--- src/rtl/ycc_pkg.sv ---
// ycc_pkg: shared constants and types for the YCbCr pixel engine.
// Holds the nine conversion coefficients (indexed by term), the accumulator
// preload constants, the controller state encoding and term decode helpers.
package ycc_pkg;

    localparam int NUM_TERMS = 9;
    localparam int CHANNELS  = 3;

    // Chroma channels are centred on 128 in Q.16 form.
    localparam int CHROMA_OFFSET = 128 << 16;
    // Half an output LSB so that the final arithmetic shift rounds to nearest.
    localparam int ROUND = 1 << 15;

    // Coefficient magnitudes in Q0.16, term order Y(R,G,B), Cb(R,G,B), Cr(R,G,B).
    // Each row sums to 65536 (Y) or 0 (Cb, Cr) once signs apply, so greys map exactly.
    localparam logic [15:0] COEF_MAG [NUM_TERMS] = '{
        16'd19595, 16'd38470, 16'd7471,
        16'd11059, 16'd21709, 16'd32768,
        16'd32768, 16'd27439, 16'd5329
    };

    // 1 = the product is subtracted from the channel accumulator.
    localparam logic COEF_NEG [NUM_TERMS] = '{
        1'b0, 1'b0, 1'b0,
        1'b1, 1'b1, 1'b0,
        1'b0, 1'b1, 1'b1
    };

    typedef enum logic [1:0] {
        IDLE,
        MAC,
        OUT
    } state_e;

    // Output channel a term accumulates into: 0 = Y, 1 = Cb, 2 = Cr.
    function automatic logic [1:0] term_channel(input logic [3:0] term);
        return 2'(term / 4'd3);
    endfunction

    // Input component a term multiplies: 0 = R, 1 = G, 2 = B.
    function automatic logic [1:0] term_operand(input logic [3:0] term);
        return 2'(term % 4'd3);
    endfunction

endpackage

--- src/rtl/serial_shift_add_mac.sv ---
// serial_shift_add_mac: one signed accumulator lane of the pixel engine.
// Each enabled cycle consumes one operand bit; a set bit adds or subtracts
// the coefficient shifted by that bit's weight. A preload strobe seeds the
// lane with its offset/rounding constant at the start of each pixel.
module serial_shift_add_mac #(
    parameter int ACC_WIDTH   = 32,
    parameter int COEF_WIDTH  = 16,
    parameter int SHIFT_WIDTH = 3
) (
    input  logic                        clk,
    input  logic                        reset,
    input  logic                        en_i,
    input  logic                        load_i,
    input  logic signed [ACC_WIDTH-1:0] preload_i,
    input  logic                        op_bit_i,
    input  logic [COEF_WIDTH-1:0]       coef_i,
    input  logic                        neg_i,
    input  logic [SHIFT_WIDTH-1:0]      shift_i,
    output logic signed [ACC_WIDTH-1:0] acc_o
);

    logic signed [ACC_WIDTH-1:0] acc_q, acc_d;
    logic signed [ACC_WIDTH-1:0] addend;

    // Next accumulator value: preload, signed shift-add, or hold.
    always_comb begin
        // NOTE: every variable gets a default first so no path leaves it unassigned (no latch).
        acc_d  = acc_q;
        addend = $signed(ACC_WIDTH'(coef_i) << shift_i);
        if (load_i) begin
            acc_d = preload_i;
        end else if (en_i && op_bit_i) begin
            acc_d = neg_i ? (acc_q - addend) : (acc_q + addend);
        end
    end

    // Accumulator register with synchronous reset.
    always_ff @(posedge clk) begin
        // NOTE: state updates use non-blocking assignment so all flops sample the same pre-edge values.
        if (reset) begin
            acc_q <= '0;
        end else begin
            acc_q <= acc_d;
        end
    end

    assign acc_o = acc_q;

endmodule

--- src/rtl/ycc_pixel_engine.sv ---
// ycc_pixel_engine: per-pixel RGB -> YCbCr converter without hardware multipliers.
// A controller walks nine coefficient terms, one operand bit per cycle (72 MAC
// cycles), steering each bit into one of three serial shift-add lanes. The
// result is shifted down, clamped to the pixel range and held until accepted.
// Optional feature: define YCC_SATURATE_FLAG_EN to add the sat_flags port.
module ycc_pixel_engine
    import ycc_pkg::*;
#(
    parameter int INPUT_WIDTH = 8,
    parameter int COEF_WIDTH  = 16,
    parameter int ACC_WIDTH   = 32,
    parameter int SCALE       = 16
) (
    input  logic                   clk,
    input  logic                   reset,
    input  logic                   in_valid,
    output logic                   in_ready,
    input  logic [INPUT_WIDTH-1:0] r_in,
    input  logic [INPUT_WIDTH-1:0] g_in,
    input  logic [INPUT_WIDTH-1:0] b_in,
    output logic                   out_valid,
    input  logic                   out_ready,
    output logic [INPUT_WIDTH-1:0] y_out,
    output logic [INPUT_WIDTH-1:0] cb_out,
    output logic [INPUT_WIDTH-1:0] cr_out
`ifdef YCC_SATURATE_FLAG_EN
    ,
    output logic [2:0]             sat_flags
`endif
);

    localparam int                          BIT_WIDTH = $clog2(INPUT_WIDTH);
    localparam logic [BIT_WIDTH-1:0]        BIT_LAST  = BIT_WIDTH'(INPUT_WIDTH - 1);
    localparam logic [3:0]                  TERM_LAST = 4'(NUM_TERMS - 1);
    localparam logic signed [ACC_WIDTH-1:0] PIX_MAX   = ACC_WIDTH'((1 << INPUT_WIDTH) - 1);
    localparam logic signed [ACC_WIDTH-1:0] ACC_ZERO  = '0;

    state_e                  state_q, state_d;
    logic [3:0]              term_q, term_d;
    logic [BIT_WIDTH-1:0]    bit_q, bit_d;
    logic [INPUT_WIDTH-1:0]  r_q, r_d, g_q, g_d, b_q, b_d;
    logic                    load;
    logic                    mac_en;
    logic [INPUT_WIDTH-1:0]  operand;
    logic                    op_bit;
    logic [CHANNELS-1:0]     lane_en;

    logic signed [ACC_WIDTH-1:0] acc    [CHANNELS];
    logic signed [ACC_WIDTH-1:0] scaled [CHANNELS];
    logic [INPUT_WIDTH-1:0]      res    [CHANNELS];

    // Controller state, term/bit counters and the latched pixel.
    always_ff @(posedge clk) begin
        if (reset) begin
            state_q <= IDLE;
            term_q  <= '0;
            bit_q   <= '0;
            r_q     <= '0;
            g_q     <= '0;
            b_q     <= '0;
        end else begin
            state_q <= state_d;
            term_q  <= term_d;
            bit_q   <= bit_d;
            r_q     <= r_d;
            g_q     <= g_d;
            b_q     <= b_d;
        end
    end

    // Next-state logic: accept in IDLE, step bits/terms in MAC, hold in OUT until taken.
    always_comb begin
        state_d = state_q;
        term_d  = term_q;
        bit_d   = bit_q;
        r_d     = r_q;
        g_d     = g_q;
        b_d     = b_q;
        load    = 1'b0;
        mac_en  = 1'b0;
        unique case (state_q)
            IDLE: begin
                if (in_valid) begin
                    r_d     = r_in;
                    g_d     = g_in;
                    b_d     = b_in;
                    term_d  = '0;
                    bit_d   = '0;
                    load    = 1'b1;
                    state_d = MAC;
                end
            end
            MAC: begin
                mac_en = 1'b1;
                if (bit_q == BIT_LAST) begin
                    bit_d = '0;
                    if (term_q == TERM_LAST) begin
                        state_d = OUT;
                    end else begin
                        term_d = term_q + 4'd1;
                    end
                end else begin
                    bit_d = bit_q + 1'b1;
                end
            end
            OUT: begin
                if (out_ready) begin
                    state_d = IDLE;
                end
            end
            default: state_d = IDLE;
        endcase
    end

    // Pick the component multiplied by the current term and its current bit.
    always_comb begin
        unique case (term_operand(term_q))
            2'd0:    operand = r_q;
            2'd1:    operand = g_q;
            default: operand = b_q;
        endcase
        op_bit = operand[bit_q];
    end

    for (genvar ch = 0; ch < CHANNELS; ch++) begin : g_lane
        localparam logic signed [ACC_WIDTH-1:0] PRELOAD =
            (ch == 0) ? ACC_WIDTH'(ROUND) : ACC_WIDTH'(CHROMA_OFFSET + ROUND);

        assign lane_en[ch] = mac_en && (term_channel(term_q) == 2'(ch));

        serial_shift_add_mac #(
            .ACC_WIDTH  (ACC_WIDTH),
            .COEF_WIDTH (COEF_WIDTH),
            .SHIFT_WIDTH(BIT_WIDTH)
        ) u_lane (
            .clk      (clk),
            .reset    (reset),
            .en_i     (lane_en[ch]),
            .load_i   (load),
            .preload_i(PRELOAD),
            .op_bit_i (op_bit),
            .coef_i   (COEF_WIDTH'(COEF_MAG[term_q])),
            .neg_i    (COEF_NEG[term_q]),
            .shift_i  (bit_q),
            .acc_o    (acc[ch])
        );
    end

    // Drop the fractional bits and clamp each channel into the pixel range.
    always_comb begin
        for (int ch = 0; ch < CHANNELS; ch++) begin
            scaled[ch] = acc[ch] >>> SCALE;
            if (scaled[ch] < ACC_ZERO) begin
                res[ch] = '0;
            end else if (scaled[ch] > PIX_MAX) begin
                res[ch] = '1;
            end else begin
                res[ch] = scaled[ch][INPUT_WIDTH-1:0];
            end
        end
    end

    assign in_ready  = (state_q == IDLE);
    assign out_valid = (state_q == OUT);
    assign y_out     = out_valid ? res[0] : '0;
    assign cb_out    = out_valid ? res[1] : '0;
    assign cr_out    = out_valid ? res[2] : '0;

`ifdef YCC_SATURATE_FLAG_EN
    // Flag channels whose value had to be clamped; bit 2 = Y, bit 0 = Cr.
    always_comb begin
        sat_flags = '0;
        for (int ch = 0; ch < CHANNELS; ch++) begin
            sat_flags[CHANNELS-1-ch] = out_valid &&
                ((scaled[ch] < ACC_ZERO) || (scaled[ch] > PIX_MAX));
        end
    end
`endif

endmodule

--- config.mk ---
export PLATFORM = sky130hd
export DESIGN_NAME = ycc_pixel_engine
export DESIGN_NICKNAME = d
export VERILOG_FILES = /design/src/rtl/ycc_pkg.sv /design/src/rtl/serial_shift_add_mac.sv /design/src/rtl/ycc_pixel_engine.sv
export SDC_FILE = /design/constraint.sdc
export NUM_CORES = 1
export LEC_CHECK = 0
export ABC_AREA = 1
export BUFFER_PORTS_ARGS = -buffer_cell sky130_fd_sc_hd__buf_2
export CAP_MARGIN = 10
export CELL_PAD_IN_SITES_DETAIL_PLACEMENT = 1
export CELL_PAD_IN_SITES_GLOBAL_PLACEMENT = 1
export CORE_MARGIN = 10
export CORE_UTILIZATION = 44
export DETAILED_ROUTE_END_ITERATION = 10
export GPL_ROUTABILITY_DRIVEN = 0
export GPL_TIMING_DRIVEN = 0
export HOLD_SLACK_MARGIN = 0.02
export PLACE_DENSITY = 0.87
export SLEW_MARGIN = 20
export SYNTH_ARGS = -nofsm -noshare
export SYNTH_HDL_FRONTEND = slang
export SYNTH_SLANG_ARGS = --single-unit
export TNS_END_PERCENT = 100
--- constraint.sdc ---
create_clock -name clk -period 6.5 [get_ports clk]
set_input_delay 0.325 -clock clk [delete_from_list [all_inputs] [get_ports clk]]
set_output_delay 0.325 -clock clk [all_outputs]
set_load 0.01 [all_outputs]
==> metrics.txt, run 1 <==
Leakage=7.72 nW; initial antenna violation count=2; reg2reg path depth=29; Area contributors post-synth=nand2_1 (19%), dfxtp_1 (19%), nand3_1 (11%); MaxCap Viol Count=0; worst slack, placed=0.209 ns; Die W=195 um; average size of a mapped cell=5.63 um^2; drt pass-1 iters=5; Tightest Pin Transition=1.19 ns; VDD IR max=0.244 mV; sequential share of power=31.9%; GRT overflow=0; vias per inst=5.89; post-route setup slack=0.282 ns; top-area cell type share of the netlist area=19.5%; Cell variety after synth=53; Clock Pin Slew Worst Setup and Hold Paths=0.08 ns; post-synthesis compound-gate area fraction=15.2%; most frequent cells after synthesis=nand2_1 (703), nand3_1 (305), inv_1 (297), nor2_1 (226), a21oi_1 (175); Seq/Total Area, Yosys=19.1%; Detailed Route WL=59000 um; Detail Route Antenna Nets=0; EDFF count, synth=0; CP required=6.86 ns; final net count=2572; hold depth=3; Layout area overhead=10.2%; DR iter-0 viols=1215; Final Hold Fails=0; Crit-path slowest cell=dfxtp_1; first-pass GRT wire length=92500 um; Clock power frac=37.5%; CTS root buf=clkbuf_16; Design Power=2.65 mW; Synth Area in XOR/XNOR=3.93%; Worst-Skew Late Latency=0.47 ns; P_sw=1.05 mW; Sw Share=39.6%; period utilisation layout=95.7%; endpoints failing setup=0; Clock Sinks=129; combinational share of power=30.6%; filler cell count=4513; Worst Skew=0.0214 ns; Fmax=161 MHz; Hold Path Class=in -> reg; Synth Flop Type=dfxtp_1; post-synthesis mux area share=0%; DR WL/cell=20.4 um; PortBufs=53; setup TNS=0 ns; maximum buffer depth of the clock tree=2; RSZ-0062 raised after global routing=true; H-tree Lvls=4; cell-internal power=1.60 mW; count of final max-slew check failures=0; share of cells above drive strength 1=9.59%; Pwr per Cell Area=177 nW/um^2; WS Path Type=reg -> reg; crit path DAT=6.58 ns; CP Max Fanout=10; CTS tree=yes; status=complete, no violations; DP Wirelength=45600 um; I/O pins=54; Yosys reg bits=129; Yosys warning count=0; Starting Density=44.4%; Synth Cell Area=13500 um^2; Row Count=64; Cells after Synth=2405; die footprint=38200 um^2; post-synthesis adder-cell area fraction=6.17%; CTS Buf Count=17; minimum clock period=6.22 ns; largest net degree at the start of global routing=17; CP most frequent cell=nand2_1; routed vias=17029; vias in the first global route=17632; Worst setup EP type=flip-flop; max incr delay on CP=0.57 ns; Async SR Flop Fraction=0%; Synth Area in Simple Gates=44.2%; largest family of logic cells by synthesized area=simple AND/OR/NAND/NOR gates; Syn Nets=2498; Total Routing Usage GR=30.0%; die height=195 um; Post-CTS Setup Bufs=0; Rel. slew slack=20.6%; most frequent cell after synthesis=nand2_1; detailed-route DRC error count=0; Critical Path Start Type=flip-flop; Core Box Area=30500 um^2; Synth area leader=nand2_1
[area by class of cell]
cell class / instances / area, um^2 / area share (%)
Buffer: 66 / 323 / 2.16
Antenna cell: 1 / 2.50 / 0.0168
Timing Repair Buffer: 55 / 278 / 1.86
Clock inverter: 13 / 129 / 0.864
Tap cell: 396 / 495 / 3.32
Multi-Input combinational cell: 1881 / 9430 / 63.2
Clock buffer: 19 / 443 / 2.97
Sequential cell: 129 / 2580 / 17.3
Inverter: 329 / 1240 / 8.30
[critical path, delay by kind of cell, from the launching register on]
kind	cells	cell delay, ns
adder cells (fa/ha/maj)	2	0.79
XOR/XNOR	1	0.36
AND/OR/NAND/NOR	15	1.68
flip-flops	1	0.57
buffers and inverters	5	1.26
AO/OA/AOI/OAI	6	1.45
[layout by cell type, fill, tap and decap left out, drive strengths merged, types with 4 or more instances in the layout]
cell | Yosys | routed
nor3 | 21 | 21
o21bai | 12 | 12
o21ai | 154 | 154
a21oi | 177 | 177
nor2 | 246 | 246
nand4 | 45 | 45
o211ai | 4 | 4
dfxtp | 129 | 129
inv | 326 | 330
nor4 | 5 | 5
clkbuf | 24 | 43
xor2 | 38 | 38
ha | 62 | 62
nand3 | 317 | 317
clkinvlp | 0 | 5
buf | 42 | 97
a31oi | 4 | 4
xnor2 | 22 | 22
a211oi | 8 | 8
clkinv | 3 | 6
nand2 | 741 | 741
o21a | 4 | 4
[power groups by stage]
stage	clock network (mW)	registers [mW]	logic (mW)
global route	1.03	0.846	0.887
global placement	0	0.858	0.742
finish	0.991	0.844	0.810
floorplan	0	0.853	0.551
CTS	0.993	0.843	0.789
detailed placement	0	0.860	0.780
[layer usage]
layer  GRT usage, %  share of wire, %  wire length [um]  up-vias
li1               -                 -                 -     7967
met1           35.3                41             24000     8137
met2           49.5                46             26900      713
met3           6.70               8.3              4910      208
met4           16.8               5.3              3120        4
met5              0             0.046                27        -
[cells by family (layout without fill, tap and decap cells)]
kind of cell,after synthesis,in the layout
AND/OR/NAND/NOR,1379,1379
buffers and inverters,395,482
AO/OA/AOI/OAI,377,377
flip-flops,129,129
adder cells (fa/ha/maj),65,65
XOR/XNOR,60,60
other,0,1
[worst paths after layout]
path	slack (ns)	start	to
setup / recovery	0.28	term_q[0]	g_lane[1].u_lane.acc_o[27]
hold / removal	0.10	b_in[5]	b_q[5]
setup reg to reg	0.28	term_q[0]	g_lane[1].u_lane.acc_o[27]
hold reg to reg	0.46	g_q[4]	g_q[4]
[metrics by stage]
stage / instance area (um^2) / utilization (%) / hold WS, ns / instances
after floorplan: 13500 / - / 0.403 / 2405
after CTS: 14900 / 48.9 / 0.0973 / 2888
final: 14900 / 48.9 / 0.103 / 2889
after global placement: 14300 / 46.9 / 0.446 / 2854
after global routing: 14900 / 48.9 / 0.122 / 2888
after detailed placement: 14300 / 47.0 / 0.453 / 2856
[state kept, by name, summed over array words and instances, names as in the netlist]
| signal | count |
|---|---|
| b_q | 8 |
| r_q | 8 |
| g_lane.u_lane.acc_o | 96 |
| term_q | 4 |
| g_q | 8 |
| state_q | 2 |
| bit_q | 3 |
[timing repair]
| item | CTS | global route |
|---|---|---|
| hold buffers | 0 | 0 |
| hold endpoints to repair | 0 | 0 |
| gates resized for setup | 0 | 3 |
| setup endpoints to repair | 0 | 12 |
No activity file was read; power rests on OpenSTA's default activity.
==> inputs of run 2 (changes only) <==
--- a/config.mk
+++ b/config.mk
@@ -11,12 +11,12 @@
 export CELL_PAD_IN_SITES_DETAIL_PLACEMENT = 1
 export CELL_PAD_IN_SITES_GLOBAL_PLACEMENT = 1
 export CORE_MARGIN = 10
-export CORE_UTILIZATION = 44
+export CORE_UTILIZATION = 47
 export DETAILED_ROUTE_END_ITERATION = 10
 export GPL_ROUTABILITY_DRIVEN = 0
 export GPL_TIMING_DRIVEN = 0
 export HOLD_SLACK_MARGIN = 0.02
-export PLACE_DENSITY = 0.87
+export PLACE_DENSITY = 0.92
 export SLEW_MARGIN = 20
 export SYNTH_ARGS = -nofsm -noshare
 export SYNTH_HDL_FRONTEND = slang
==> constraint.sdc (replaced) <==
create_clock -name clk -period 7.5 [get_ports clk]
set_input_delay 0.375 -clock clk [delete_from_list [all_inputs] [get_ports clk]]
set_output_delay 0.375 -clock clk [all_outputs]
set_load 0.05 [all_outputs]
==> metrics.txt, run 2 (same netlist as run 1, synthesis figures left out) <==
status=complete, no violations (unchanged); start point of the critical path=term_q[0] (unchanged); Resized Gates After CTS=0 (unchanged); Clock power frac=38.2% (was 37.5%); Pwr per Cell Area=157 nW/um^2 (was 177 nW/um^2); Buf/Inv on CP=3 (was 5); max incr delay on CP=0.88 ns (was 0.57 ns); Tightest Pin Transition=1.16 ns (was 1.19 ns); cell-internal power=1.43 mW (was 1.60 mW); Core Box Area=28500 um^2 (was 30500 um^2); count of final max-slew check failures=0 (unchanged); DR WL/cell=20.9 um (was 20.4 um); Worst setup EP type=flip-flop (unchanged); CP most frequent cell=nand2_1 (unchanged); Starting Density=47.5% (was 44.4%); Detailed Route WL=60200 um (was 59000 um); Critical Path Start Type=flip-flop (unchanged); CP required=7.86 ns (was 6.86 ns); r2r startpoint=term_q[0] (unchanged); largest net degree at the start of global routing=17 (unchanged); Hold Path Class=in -> reg (unchanged); Post-CTS Setup Bufs=0 (unchanged); vias in the first global route=17792 (was 17632); sequential share of power=31.2% (was 31.9%); max FFs per register=96 (unchanged); first-pass GRT wire length=93300 um (was 92500 um); maximum buffer depth of the clock tree=2 (unchanged); Clock Sinks=129 (unchanged); initial antenna violation count=3 (was 2); Worst path top cell family by delay=compound AO/OA/AOI/OAI gates (was simple AND/OR/NAND/NOR gates); die height=190 um (was 195 um); P_sw=0.914 mW (was 1.05 mW); hold_buf cts=0 (unchanged); die footprint=36000 um^2 (was 38200 um^2); CTS tree=yes (unchanged); vias per inst=6.03 (was 5.89); most common cell after layout, fill and taps aside=nand2_1 (unchanged); drt pass-1 iters=10 (was 5); min-delay src=b_in[4] (was b_in[5]); combinational share of power=30.6% (about the same); H-tree Lvls=4 (unchanged); WS Path Type=reg -> reg (unchanged); Detail Route Antenna Nets=0 (unchanged); Worst Skew=0.0165 ns (was 0.0214 ns); Crit-path slowest cell=o21ai_1 (was dfxtp_1); Leakage=7.72 nW (about the same); Sw Share=39.0% (was 39.6%); MaxCap Viol Count=0 (unchanged); PortBufs=53 (unchanged); final net count=2571 (was 2572); CP Max Fanout=12 (was 10); I/O pins=54 (unchanged); share of cells above drive strength 1=9.40% (was 9.59%); Die W=190 um (was 195 um); Rel. slew slack=22.1% (was 20.6%); CTS root buf=clkbuf_16 (unchanged); DR iter-0 viols=1350 (was 1215); Total Routing Usage GR=32.5% (was 30.0%); period utilisation layout=86.6% (was 95.7%); VDD IR max=0.187 mV (was 0.244 mV); RSZ-0062 raised after global routing=false (was true); setup TNS=0 ns (unchanged); Clock Pin Slew Worst Setup and Hold Paths=0.06 ns (was 0.08 ns); endpoints failing setup=0 (unchanged); minimum clock period=6.49 ns (was 6.22 ns); detailed-route DRC error count=0 (unchanged); commonest non-fill, non-tap cells in the layout=nand2_1 (703), nand3_1 (305), inv_1 (297) (unchanged); Final Hold Fails=0 (unchanged); DP Wirelength=45200 um (was 45600 um); Row Count=62 (was 64); Layout area overhead=10.1% (was 10.2%); GRT overflow=0 (unchanged); CTS Buf Count=17 (unchanged); crit path DAT=6.86 ns (was 6.58 ns); final hold slack=0.164 ns (was 0.103 ns); routed vias=17338 (was 17029); Fmax=154 MHz (was 161 MHz); Worst-Skew Late Latency=0.47 ns (about the same)
-- run 2: tightest hold or removal path, stage by stage --
cell     delay, ns
buf_2         0.07
o21ai_0       0.07
nor2_1        0.08
-- run 2: power groups by stage --
| stage | registers (mW) | logic (mW) | clock network, mW |
|---|---|---|---|
| finish | 0.732 | 0.719 | 0.896 |
| global route | 0.734 | 0.775 | 0.921 |
| CTS | 0.731 | 0.694 | 0.895 |
| detailed placement | 0.746 | 0.679 | 0 |
| global placement | 0.744 | 0.640 | 0 |
| floorplan | 0.739 | 0.479 | 0 |
-- run 2: metal layers --
| layer | global-route usage [%] | part of all wire, % | vias up |
|---|---|---|---|
| li1 | - | - | 7975 |
| met1 | 37.0 | 39 | 8305 |
| met2 | 53.8 | 46 | 803 |
| met3 | 8.02 | 8.9 | 251 |
| met4 | 20.1 | 6.0 | 4 |
| met5 | 0.686 | 0.046 | - |
-- run 2: cell type report --
class / instances / area (um^2)
fillers: 4259 / 13600
repair buffers: 54 / 273
inverters: 329 / 1230
plain buffers: 66 / 323
multi-input cells: 1881 / 9430
clock inverters: 13 / 163
well taps: 384 / 480
clock buffers: 18 / 429
diodes: 2 / 5.00
flip-flops and latches: 129 / 2580
-- run 2: final timing paths --
kind	end	cells after the start	slack [ns]
min	b_q[4]	3	0.16
max reg2reg	g_lane[1].u_lane.acc_o[27]	28	1.01
max	g_lane[1].u_lane.acc_o[27]	28	1.01
min reg2reg	g_lane[2].u_lane.acc_o[8]	2	0.47
-- run 2: stage by stage --
stage	util, %	std cells	total power, mW	cell area [um^2]	worst slack (ns)
after global routing	52.2	2874	2.43	14900	0.707
after global placement	50.1	2842	1.38	14300	1.10
final	52.3	2876	2.35	14900	1.01
after detailed placement	50.2	2843	1.42	14300	0.902
after floorplan	-	2405	1.22	13500	2.74
after CTS	52.2	2874	2.32	14900	0.855
==> inputs of run 3 (changes only) <==
--- a/config.mk
+++ b/config.mk
@@ -11,12 +11,12 @@
 export CELL_PAD_IN_SITES_DETAIL_PLACEMENT = 1
 export CELL_PAD_IN_SITES_GLOBAL_PLACEMENT = 1
 export CORE_MARGIN = 10
-export CORE_UTILIZATION = 47
+export CORE_UTILIZATION = 35
 export DETAILED_ROUTE_END_ITERATION = 10
 export GPL_ROUTABILITY_DRIVEN = 0
 export GPL_TIMING_DRIVEN = 0
 export HOLD_SLACK_MARGIN = 0.02
-export PLACE_DENSITY = 0.92
+export PLACE_DENSITY = 0.73
 export SLEW_MARGIN = 20
 export SYNTH_ARGS = -nofsm -noshare
 export SYNTH_HDL_FRONTEND = slang
==> metrics.txt, run 3 (same netlist as run 1, synthesis figures left out) <==
status=complete, no violations (unchanged); Fmax=149 MHz (was 154 MHz); drt pass-1 iters=5 (was 10); Hold Path Class=in -> reg (unchanged); endpoints failing setup=0 (unchanged); CP most frequent cell=nand2_1 (unchanged); max FFs per register=96 (unchanged); WS Path Type=reg -> reg (unchanged); CTS Buf Count=17 (unchanged); detailed-route DRC error count=0 (unchanged); Layout area overhead=11.3% (was 10.1%); Worst path top cell family by delay=compound AO/OA/AOI/OAI gates (unchanged); VDD IR max=0.214 mV (was 0.187 mV); final core occ=39.2% (was 52.3%); I/O pins=54 (unchanged); PortBufs=53 (unchanged); Die W=217 um (was 190 um); Total Routing Usage GR=24.8% (was 32.5%); initial antenna violation count=2 (was 3); Detail Route Antenna Nets=0 (unchanged); min-delay src=g_in[0] (was b_in[4]); Resized Gates After CTS=0 (unchanged); Worst Skew=0.0193 ns (was 0.0165 ns); count of final max-slew check failures=0 (unchanged); max incr delay on CP=0.96 ns (was 0.88 ns); RSZ-0062 raised after global routing=false (unchanged); Core Box Area=38500 um^2 (was 28500 um^2); minimum clock period=6.71 ns (was 6.49 ns); Crit-path slowest cell=o21ai_1 (unchanged); commonest non-fill, non-tap cells in the layout=nand2_1 (703), nand3_1 (305), inv_1 (297) (unchanged); reg-to-reg endpoint=g_lane[1].u_lane.acc_o[27] (unchanged); die footprint=47000 um^2 (was 36000 um^2); Critical Path Start Type=flip-flop (unchanged); maximum buffer depth of the clock tree=2 (unchanged); Pwr per Cell Area=153 nW/um^2 (was 157 nW/um^2); Worst setup EP type=flip-flop (unchanged); hold depth=3 (unchanged); final net count=2572 (was 2571); die height=217 um (was 190 um); routed vias=16449 (was 17338); share of cells above drive strength 1=9.39% (was 9.40%); Clock Pin Slew Worst Setup and Hold Paths=0.06 ns (about the same); CP required=7.89 ns (was 7.86 ns); vias per inst=5.46 (was 6.03); Row Count=72 (was 62); reg2reg path depth=28 (unchanged); DR iter-0 viols=1185 (was 1350); cell count after placement=2978 (was 2843); hold path endpoint=g_q[0] (was b_q[4]); most common cell after layout, fill and taps aside=nand2_1 (unchanged); vias in the first global route=16903 (was 17792); Tightest Pin Transition=1.11 ns (was 1.16 ns); GRT overflow=0 (unchanged); Starting Density=35.2% (was 47.5%); CP Max Fanout=12 (unchanged); Detailed Route WL=58700 um (was 60200 um); flop2flop setup slack=0.79 ns (was 1.01 ns); crit path DAT=7.09 ns (was 6.86 ns); CTS root buf=clkbuf_16 (unchanged); Rel. slew slack=26.0% (was 22.1%); setup TNS=0 ns (unchanged); Leakage=7.73 nW (was 7.72 nW); Buf/Inv on CP=3 (unchanged); period utilisation layout=89.4% (was 86.6%); Worst-Skew Late Latency=0.50 ns (was 0.47 ns); Non-Filler Instances=3011 (was 2876); Final Hold Fails=0 (unchanged); CTS tree=yes (unchanged); DP Wirelength=46500 um (was 45200 um); MaxCap Viol Count=0 (unchanged); largest net degree at the start of global routing=17 (unchanged); Post-CTS Setup Bufs=0 (unchanged); r2r startpoint=term_q[0] (unchanged); H-tree Lvls=4 (unchanged); hold_buf cts=0 (unchanged); first-pass GRT wire length=91800 um (was 93300 um); DR WL/cell=19.5 um (was 20.9 um); Clock Sinks=129 (unchanged)
-- run 3: cell count changes in the layout (fill, tap and decap cells not counted), sizes merged --
cell and delta:
diode -1, buf +1, bufinv -1, inv +2
clkinv +2, clkbuf +3, clkinvlp -5
-- run 3: cell type report --
| class | instances | area (um^2) |
|---|---|---|
| fillers | 5437 | 23400 |
| inverters | 329 | 1230 |
| multi-input cells | 1881 | 9430 |
| flip-flops and latches | 129 | 2580 |
| repair buffers | 55 | 278 |
| plain buffers | 66 | 323 |
| diodes | 1 | 2.50 |
| clock inverters | 11 | 130 |
| well taps | 518 | 648 |
| clock buffers | 21 | 450 |
-- run 3: metrics by stage --
step	hold WS, ns	worst slack (ns)	instance area, um^2	power (mW)
floorplan	0.429	2.74	13500	1.22
global placement	0.448	0.790	14500	1.40
detailed placement	0.450	1.04	14500	1.43
CTS	0.113	0.940	15100	2.31
global route	0.130	0.394	15100	2.43
finish	0.135	0.794	15100	2.31
-- run 3: power breakdown --
| group | switching, mW | internal (mW) |
|---|---|---|
| sequential | 0.0200 | 0.711 |
| clock | 0.379 | 0.500 |
| combinational | 0.497 | 0.202 |
-- run 3: tightest hold or removal path, delay by kind of cell --
family	cells	cell delay, ns
buffers and inverters	1	0.07
AO/OA/AOI/OAI	1	0.07
AND/OR/NAND/NOR	1	0.07
-- run 3: worst max path at each step --
stage	start	endpoint	slack (ns)	cells after the start
finish	term_q[0]	g_lane[1].u_lane.acc_o[27]	0.79	28
global route	term_q[0]	g_lane[1].u_lane.acc_o[27]	0.39	28
CTS	term_q[0]	g_lane[1].u_lane.acc_o[27]	0.94	28
detailed placement	term_q[0]	g_lane[1].u_lane.acc_o[27]	1.04	28
global placement	term_q[0]	g_lane[1].u_lane.acc_o[27]	0.79	28
floorplan	term_q[0]	g_lane[1].u_lane.acc_o[27]	2.74	32
-- run 3: layer usage --
layer	global-route usage, %	wire length [um]
met1	30.9	25800
met2	40.0	26400
met3	4.91	3690
met4	12.7	2760
met5	0	13
